File: src/rtl/cpu_pkg.sv
// Shared CPU definitions: memory-op opcodes, store-buffer FSM state, queued store entry.
// Latency: none (types and constants only).
// Backpressure: not applicable.
package cpu_pkg;

  localparam logic [5:0] OP_LB  = 6'b100000;
  localparam logic [5:0] OP_LBU = 6'b100100;
  localparam logic [5:0] OP_SB  = 6'b101000;
  localparam logic [5:0] OP_SH  = 6'b101001;
  localparam logic [5:0] OP_SW  = 6'b101011;

  typedef enum logic {
    IDLE  = 1'b0,
    ISSUE = 1'b1
  } sb_state_t;

  // One queued store: word address plus lane-aligned data and byte enables.
  typedef struct packed {
    logic [29:0] addr;
    logic [31:0] wdata;
    logic [3:0]  be;
  } sb_entry_t;

  function automatic logic is_store(input logic [5:0] op);
    return (op == OP_SB) || (op == OP_SH) || (op == OP_SW);
  endfunction

endpackage

File: src/rtl/store_align.sv
// Store lane aligner: replicates store data across byte lanes and builds byte enables.
// Latency: purely combinational.
// Backpressure: none; flags illegal alignment for the caller to drop the store.
module store_align
  import cpu_pkg::*;
(
  input  logic [5:0]  op_i,
  input  logic [1:0]  off_i,
  input  logic [31:0] rt_i,
  output logic [31:0] wdata_o,
  output logic [3:0]  be_o,
  output logic        illegal_o
);

  // Lane placement follows the load path: offset 00 is bits 7:0.
  always_comb begin
    wdata_o   = rt_i;
    be_o      = 4'b0000;
    illegal_o = 1'b0;
    case (op_i)
      OP_SB: begin
        wdata_o = {4{rt_i[7:0]}};
        be_o    = 4'b0001 << off_i;
      end
      OP_SH: begin
        wdata_o   = {2{rt_i[15:0]}};
        be_o      = off_i[1] ? 4'b1100 : 4'b0011;
        illegal_o = off_i[0];
      end
      OP_SW: begin
        be_o      = 4'b1111;
        illegal_o = |off_i;
      end
      default: ;
    endcase
  end

endmodule

File: src/rtl/store_buffer.sv
// Store buffer: queues aligned stores and drains them to data memory over req/ack.
// Latency: accepted store reaches mem_req one edge later when idle; back-to-back on ack.
// Backpressure: st_ready drops when DEPTH entries are held (issuing head included).
module store_buffer
  import cpu_pkg::*;
#(
  parameter  int DEPTH = 4,
  localparam int PW    = $clog2(DEPTH),
  localparam int CW    = $clog2(DEPTH + 1)
) (
  input  logic          clk,
  input  logic          rst,
  input  logic          st_valid,
  input  logic [5:0]    op,
  input  logic [31:0]   addr,
  input  logic [31:0]   rt_data,
  output logic          st_ready,
  output logic          misalign,
  output logic          mem_req,
  output logic [29:0]   mem_addr,
  output logic [31:0]   mem_wdata,
  output logic [3:0]    mem_be,
  input  logic          mem_ack,
  input  logic          ld_check,
  input  logic [29:0]   ld_addr,
  output logic          ld_hazard,
  output logic          empty,
  output logic [CW-1:0] count
);

  sb_entry_t       fifo_q [DEPTH];
  logic [PW-1:0]   head_q, tail_q;
  logic [CW-1:0]   count_q, count_d;
  sb_state_t       state_q;
  sb_entry_t       mem_q;
  logic            req_q;

  logic [31:0]     al_wdata;
  logic [3:0]      al_be;
  logic            al_illegal;
  logic            push, pop;
  sb_entry_t       new_entry;
  logic            hazard_any;
  logic [PW-1:0]   slot;

  store_align u_align (
    .op_i      (op),
    .off_i     (addr[1:0]),
    .rt_i      (rt_data),
    .wdata_o   (al_wdata),
    .be_o      (al_be),
    .illegal_o (al_illegal)
  );

  // The issuing head stays counted until acked, so full cannot be bypassed by a same-cycle pop.
  assign st_ready  = (count_q != CW'(DEPTH));
  assign misalign  = st_valid && is_store(op) && al_illegal;
  assign push      = st_valid && st_ready && is_store(op) && !al_illegal;
  assign pop       = (state_q == ISSUE) && mem_ack;
  assign count_d   = count_q + CW'(push) - CW'(pop);
  assign new_entry = '{addr: addr[31:2], wdata: al_wdata, be: al_be};

  // Word-granular match of the load address against every occupied slot.
  always_comb begin
    hazard_any = 1'b0;
    slot       = head_q;
    for (int k = 0; k < DEPTH; k++) begin
      slot = head_q + PW'(k);
      if ((CW'(k) < count_q) && (fifo_q[slot].addr == ld_addr)) begin
        hazard_any = 1'b1;
      end
    end
  end

  assign ld_hazard = ld_check && hazard_any;

  // FIFO storage and pointers; enqueue and pop may happen on the same edge.
  always_ff @(posedge clk or posedge rst) begin
    if (rst) begin
      head_q  <= '0;
      tail_q  <= '0;
      count_q <= '0;
      for (int i = 0; i < DEPTH; i++) begin
        fifo_q[i] <= '0;
      end
    end else begin
      if (push) begin
        fifo_q[tail_q] <= new_entry;
        tail_q         <= tail_q + PW'(1);
      end
      if (pop) begin
        head_q <= head_q + PW'(1);
      end
      count_q <= count_d;
    end
  end

  // Drain FSM: present the head, hold it until ack, then chain the next head with no bubble.
  always_ff @(posedge clk or posedge rst) begin
    if (rst) begin
      state_q <= IDLE;
      req_q   <= 1'b0;
      mem_q   <= '0;
    end else begin
      case (state_q)
        IDLE: begin
          if (count_q != '0) begin
            mem_q   <= fifo_q[head_q];
            req_q   <= 1'b1;
            state_q <= ISSUE;
          end
        end
        ISSUE: begin
          if (mem_ack) begin
            if (count_q > CW'(1)) begin
              mem_q <= fifo_q[head_q + PW'(1)];
            end else begin
              req_q   <= 1'b0;
              state_q <= IDLE;
            end
          end
        end
        default: begin
          state_q <= IDLE;
          req_q   <= 1'b0;
        end
      endcase
    end
  end

  assign mem_req   = req_q;
  assign mem_addr  = mem_q.addr;
  assign mem_wdata = mem_q.wdata;
  assign mem_be    = mem_q.be;
  assign count     = count_q;
  assign empty     = (count_q == '0) && !req_q;

endmodule
File: config.mk
export PLATFORM = sky130hd
export DESIGN_NAME = store_buffer
export DESIGN_NICKNAME = d
export VERILOG_FILES = /design/src/rtl/cpu_pkg.sv /design/src/rtl/store_align.sv /design/src/rtl/store_buffer.sv
export SDC_FILE = /design/constraint.sdc
export NUM_CORES = 1
export LEC_CHECK = 0
export CORE_MARGIN = 5
export CORE_UTILIZATION = 35
export CTS_BUF_LIST = sky130_fd_sc_hd__clkbuf_8
export CTS_CLUSTER_SIZE = 40
export DETAILED_ROUTE_END_ITERATION = 10
export PLACE_DENSITY = 0.62
export SETUP_SLACK_MARGIN = 0.1
export SYNTH_ARGS = -nofsm -noshare
export SYNTH_HDL_FRONTEND = slang
export SYNTH_SLANG_ARGS = --single-unit
File: constraint.sdc
create_clock -name clk -period 14.8 [get_ports clk]
set_input_delay 2.96 -clock clk [delete_from_list [all_inputs] [get_ports clk]]
set_output_delay 2.96 -clock clk [all_outputs]
set_load 0.1 [all_outputs]
# [Yosys cells after proc, flatten, opt, wreduce, memory -nomap -nowiden]
# Cells that the tools add are included.
[word_totals] input_bits=105 regBits=339 word_cells=113 output_inout_bits=74
[classes] n_mux=35 order_cmp=11 addsub=6 bitwise_logic=6 n_eq_ne=12 n_shift=1 reduce_logical=22
[op_table] operator="two-way mux 66 bit" n=12
[op_table] operator="binary-select mux 66 bit (select 2 bit)" n=4
[op_table] operator="bitwise mux 264 bit" n=1
[op_table] operator="demux 66 bit (select 2 bit)" n=1
[op_table] operator="case mux 66 bit (2 select lines)" n=1
[op_table] operator="equality test 30 bit" n=4
[op_table] operator="case mux 32 bit (2 select lines)" n=1
[op_table] operator="equality test 6 bit, second input constant" n=3
[op_table] operator="greater-or-equal comparator 3 bit, second input constant" n=5
[op_table] operator="inverter 2 -> 3 bit" n=5
[op_table] operator="logical AND 1 bit" n=13
[op_table] operator="case mux 4 bit (3 select lines)" n=1
[op_table] operator="two-way mux 1 bit" n=10
[op_table] operator="< comparator 1 x 3 -> 1 bit, first input constant" n=2
[op_table] operator="< comparator 2 x 3 -> 1 bit, first input constant" n=2
[op_table] operator="inequality test 2 bit, second input constant" n=3
[op_table] operator="case mux 1 bit (2 select lines)" n=3
[op_table] operator="AND reduction 3 bit" n=2
[op_table] operator="adder 2 x 1 -> 2 bit, second input constant" n=2
[op_table] operator="adder 2 bit, second input constant" n=2
[op_table] operator="two-way mux 4 bit" n=1
[op_table] operator="left shift 1 x 2 -> 4 bit, first input constant" n=1
[op_table] operator="adder 3 x 1 -> 3 bit" n=1
[op_table] operator="greater-than comparator 3 x 1 -> 1 bit, second input constant" n=1
[op_table] operator="10 further kinds" n=12

# [Longest topological paths before layout]
[depth] word_depth=11 mapped_depth=12 depth_no_buf=10

# [By module]
# A second synthesis with hierarchy kept.
[hier_totals] cells_unflattened=1694 hier_area_um2=19144.6
[modules_own_cells] module="store_buffer" cells_each=1635 seq_area_each_um2=8483.1 area_each_um2=18555.3 instances=1
[modules_own_cells] module="store_align" cells_each=59 seq_area_each_um2=0.0 area_each_um2=589.3 instances=1

# [Worst setup path before layout]
# No wires, ideal clock.
[synth_timing] path_kind="input port to output port" start="input port op[4]" end="output port misalign" path_buffers=0 stages=3 path_slack_ns=6.459 t_required_ns=11.840 arrival_time_ns=5.381 path_cell_list="and4bb_2 -> nand2_1 -> nor3_1"
[synth_between] elab_chain_len=5 word_cells_on_any_way=8 classes_between="3 x eq/ne; 1 x mux; 4 x reduce/logical"
[synth_rtl] element="start, declared" line_no="store_buffer.sv:14" source="input logic [5:0] op,"
[synth_rtl] element="equality test 6 bit, on equally long branches" line_no="cpu_pkg.sv:25, store_align.sv:20"
[synth_rtl] element="logical OR 1 bit (2 in series)" line_no="cpu_pkg.sv:25" source="return (op == OP_SB) || (op == OP_SH) || (op == OP_SW);"
[synth_rtl] element="logical AND 1 bit" line_no="store_buffer.sv:57" source="assign misalign = st_valid && is_store(op) && al_illegal;"
[synth_rtl] element="logical AND 1 bit *" line_no="store_buffer.sv:57"
[synth_rtl] element="end, declared" line_no="store_buffer.sv:18" source="output logic misalign,"
# Every way passes the cells marked *; elsewhere a longest branch is shown, timed or not.

# [Worst setup path in the final report]
[layout_timing] start="input port ld_addr[15]" end="output port ld_hazard"
[layout_between] elab_chain_len=7 word_cells_on_any_way=13 classes_between="4 x eq/ne; 4 x mux; 5 x reduce/logical"
[layout_rtl] element="start, declared" line_no="store_buffer.sv:25" source="input logic [29:0] ld_addr,"
[layout_rtl] element="equality test 30 bit" line_no="store_buffer.sv:69" source="if ((CW'(k) < count_q) && (fifo_q[slot].addr == ld_addr)) begin"
[layout_rtl] element="logical AND 1 bit" line_no="store_buffer.sv:69"
[layout_rtl] element="two-way mux 1 bit (3 in series)" line_no="store_buffer.sv:69"
[layout_rtl] element="two-way mux 1 bit *" line_no="store_buffer.sv:69"
[layout_rtl] element="logical AND 1 bit *" line_no="store_buffer.sv:75" source="assign ld_hazard = ld_check && hazard_any;"
[layout_rtl] element="end, declared" line_no="store_buffer.sv:26" source="output logic ld_hazard,"
# Marks and branches as above.

==> results_dict.tcl <==
set metrics [dict create \
    grt_max_degree 138 \
    p_leak_nw 10.2 \
    crit_fanout 10 \
    synthesis.area_um2 19000 \
    drive_above_1_share 0.178 \
    end_kind "output port" \
    pin_count 179 \
    routed_wirelength_um 64400 \
    dieArea_um2 59200 \
    p_total_mw 4.55 \
    clk_path_buf_depth 3 \
    ir_drop_mv 0.148 \
    finalClockSkew_ns 0.0255 \
    tns_ns 0 \
    synth-seq-area-share 0.445 \
    cpPeakStageDelay_ns 1.18 \
    worstPathArrival_ns 6.83 \
    syn_area_per_cell_um2 10.6 \
    via_count 14943 \
    hpwl_um 45500 \
    drc_errors 0 \
    synthArstFlopShare 1.00 \
    clk_pin_slew_ns 0.06 \
    mostFrequentLayoutCell "dfrtp_1" \
    cts_hold_buf 0 \
    hold_violations 0 \
    grt_pass1_wl_um 97600 \
    gr-total-overflow 0 \
    syn_nets 1912 \
    p_comb_frac 0.518 \
    run_status "completed" \
    yosys_warnings 0 \
    tightest_slew_ns 1.23 \
    post_cts_buffers 0 \
    min_to "mem_be[3]" \
    routedWlPerCell_um 24.2 \
    cts_buffers 60 \
    die_w_um 243 \
    p_clk_frac 0.191 \
    cts_resized 0 \
    power.switching_mw 2.20 \
    globalRouteTotalUtil 0.211 \
    row_count 85 \
    maxCapViolCount 0 \
    core_um2 53900 \
    antenna_cells 0 \
    routed_via_density 5.61 \
    finalSetupViolations 0 \
    ys_seq_elements 339 \
    holdPathStages 2 \
    cp_common_cell "clkdlybuf4s50_1" \
    cp.required_ns 11.84 \
    grt_antenna_before_repair 0 \
    grt_setup_unrepaired "no" \
    first_global_vias 15130 \
    fin_crit_ns 9.79 \
    clock_sinks 339 \
    power_density_nw_per_um2 202 \
    clk_latency_ns 0.69 \
    dr.first_iter.drc_count 1125 \
    dr.pass1.iters 5 \
    fin_nets 2029 \
    fmax_mhz 102 \
    ctsHtreeMaxLevel 2 \
    yosys.cell_types.count 61 \
    finalCritPeriodShare 0.662 \
    p_seq_frac 0.291 \
    swShare 0.483 \
    gp_congestion 0.986 \
    final_cell_mix "dfrtp_1 (337), nand2_1 (263), mux2i_1 (202), mux2_2 (202), o21ai_0 (188)" \
    drv_slew 0 \
    hp-class "reg -> reg" \
    ant_nets 0 \
    r2r_end "fifo_q[171]" \
    cts_tree "built" \
    synth_edf_count 0 \
    initial_core_util 0.353 \
    holdCritStartpoint "mem_be[3]" \
    synthFlopType "dfrtp_1" \
    synthCells 1798 \
    die_h_um 243 \
    cts-root-buf "clkbuf_8" \
    path_class "in -> out" \
    area_delta_synth_final_pct 18.1 \
    slew_headroom 0.179 \
    power.internal_mw 2.35 \
    critPathLaunchType "input pin" \
    crit_chain "clkdlybuf4s50_1 > xnor2_1 > nand2_1 > a2111oi_0 > nor4b_1 > nand3_1 > a41oi_2 > clkdlybuf4s50_1" \
    r2r_slack_ns 11.05 \
    io_buffers 178 \
    r2r_start "count[0]" \
    slowest_stage "clkdlybuf4s50_1" \
    reg2reg_depth 7 \
]
## worst max-delay path: cells and delay by family
family,cells,cell delay [ns]
xor+xnor,1,0.20
simple gates,3,0.63
compound gates,2,1.05
buf+inv,2,1.99
## per-layer routing
layer / up-vias / wire length [µm] / share of wire / GRT usage
met5: - / 0 / 0 / 0
met4: 0 / 1350 / 0.021 / 0.0507
met3: 88 / 3700 / 0.057 / 0.0369
met2: 475 / 31400 / 0.49 / 0.358
li1: 6786 / - / - / -
met1: 7594 / 27900 / 0.43 / 0.284
## sequential cells by signal (all words and copies together) (netlist names), 2 cells and up
signal and count:
count 3, fifo_q 264, head_q 2, mem_addr 30, mem_be 4, mem_wdata 32
tail_q 2
## power by group through the flow
stage	registers [mW]	clock network (mW)	logic (mW)
floorplan	1.73	0	1.29
global placement	1.32	0	2.35
detailed placement	1.33	0	2.36
CTS	1.32	0.900	2.37
global route	1.35	0.940	2.51
finish	1.32	0.871	2.36
## kinds of logic after synthesis
family	Yosys count	synth area share
AO/OA/AOI/OAI	391	0.134
XOR/XNOR	102	0.0469
adder cells (fa/ha/maj)	9	0.00631
buffers and inverters	166	0.0410
flip-flops	339	0.445
multiplexers	423	0.247
AND/OR/NAND/NOR	368	0.0798
## worst max-delay path by stage
stage | start | end
finish | ld_addr[15] | ld_hazard
CTS | ld_addr[15] | ld_hazard
global route | ld_addr[15] | ld_hazard
floorplan | rst | count[0]
detailed placement | ld_addr[15] | ld_hazard
global placement | ld_addr[15] | ld_hazard
## metrics by stage
step	area (µm²)	std cells	setup slack [ns]	hold WS, ns	util
CTS	22500	2662	5.07	0.476	0.417
finish	22500	2662	5.01	0.471	0.417
global route	22500	2662	4.96	0.485	0.417
detailed placement	21300	2549	5.08	0.460	0.394
floorplan	19000	1798	2.45	0.444	-
global placement	21300	2549	5.05	0.457	0.394
## synth_stat cells, types with 2 or more instances
cell type,number,area share
buf_2,30,0.0079
a2111oi_2,2,0.0016
o31ai_1,3,0.0012
mux2i_2,3,0.0022
a2111oi_0,4,0.0018
o221ai_1,58,0.027
and2_1,2,0.00066
a22o_1,5,0.0023
nand2_1,267,0.053
mux2_2,202,0.12
a211oi_1,7,0.0028
xnor2_1,76,0.035
o21ai_0,188,0.049
and3_1,4,0.0013
o2111ai_1,3,0.0014
nor2_1,43,0.0085
a222oi_1,4,0.0021
dfrtp_1,339,0.45
o211ai_1,19,0.0075
xor2_1,26,0.012
nor2b_1,3,0.00099
clkinv_1,2,0.00039
buf_6,10,0.0059
a21oi_1,17,0.0045
buf_8,2,0.0016
inv_1,22,0.0043
mux4_2,15,0.018
ha_1,8,0.0053
clkbuf_1,85,0.017
nor4_1,7,0.0023
o22ai_1,21,0.0069
mux2i_1,202,0.11
nand4_1,18,0.0059
nor3_1,9,0.0024
or4_1,2,0.00079
a221oi_1,19,0.0087
a21o_1,10,0.0039
a22oi_1,5,0.0020
nand3_1,7,0.0018
buf_4,6,0.0024
buf_1,9,0.0018
a31oi_1,8,0.0026
a221o_1,2,0.0011
o2bb2ai_1,7,0.0032
## final cells by class
type	instances	area [µm²]
Sequential cell	339	8490
Clock inverter	38	200
Timing Repair Buffer	197	1940
Tap cell	696	871
Multi-Input combinational cell	1293	9870
Fill cell	5162	31400
Inverter	24	98.8
Clock buffer	75	1030
Power figures use the tool's default switching activity.
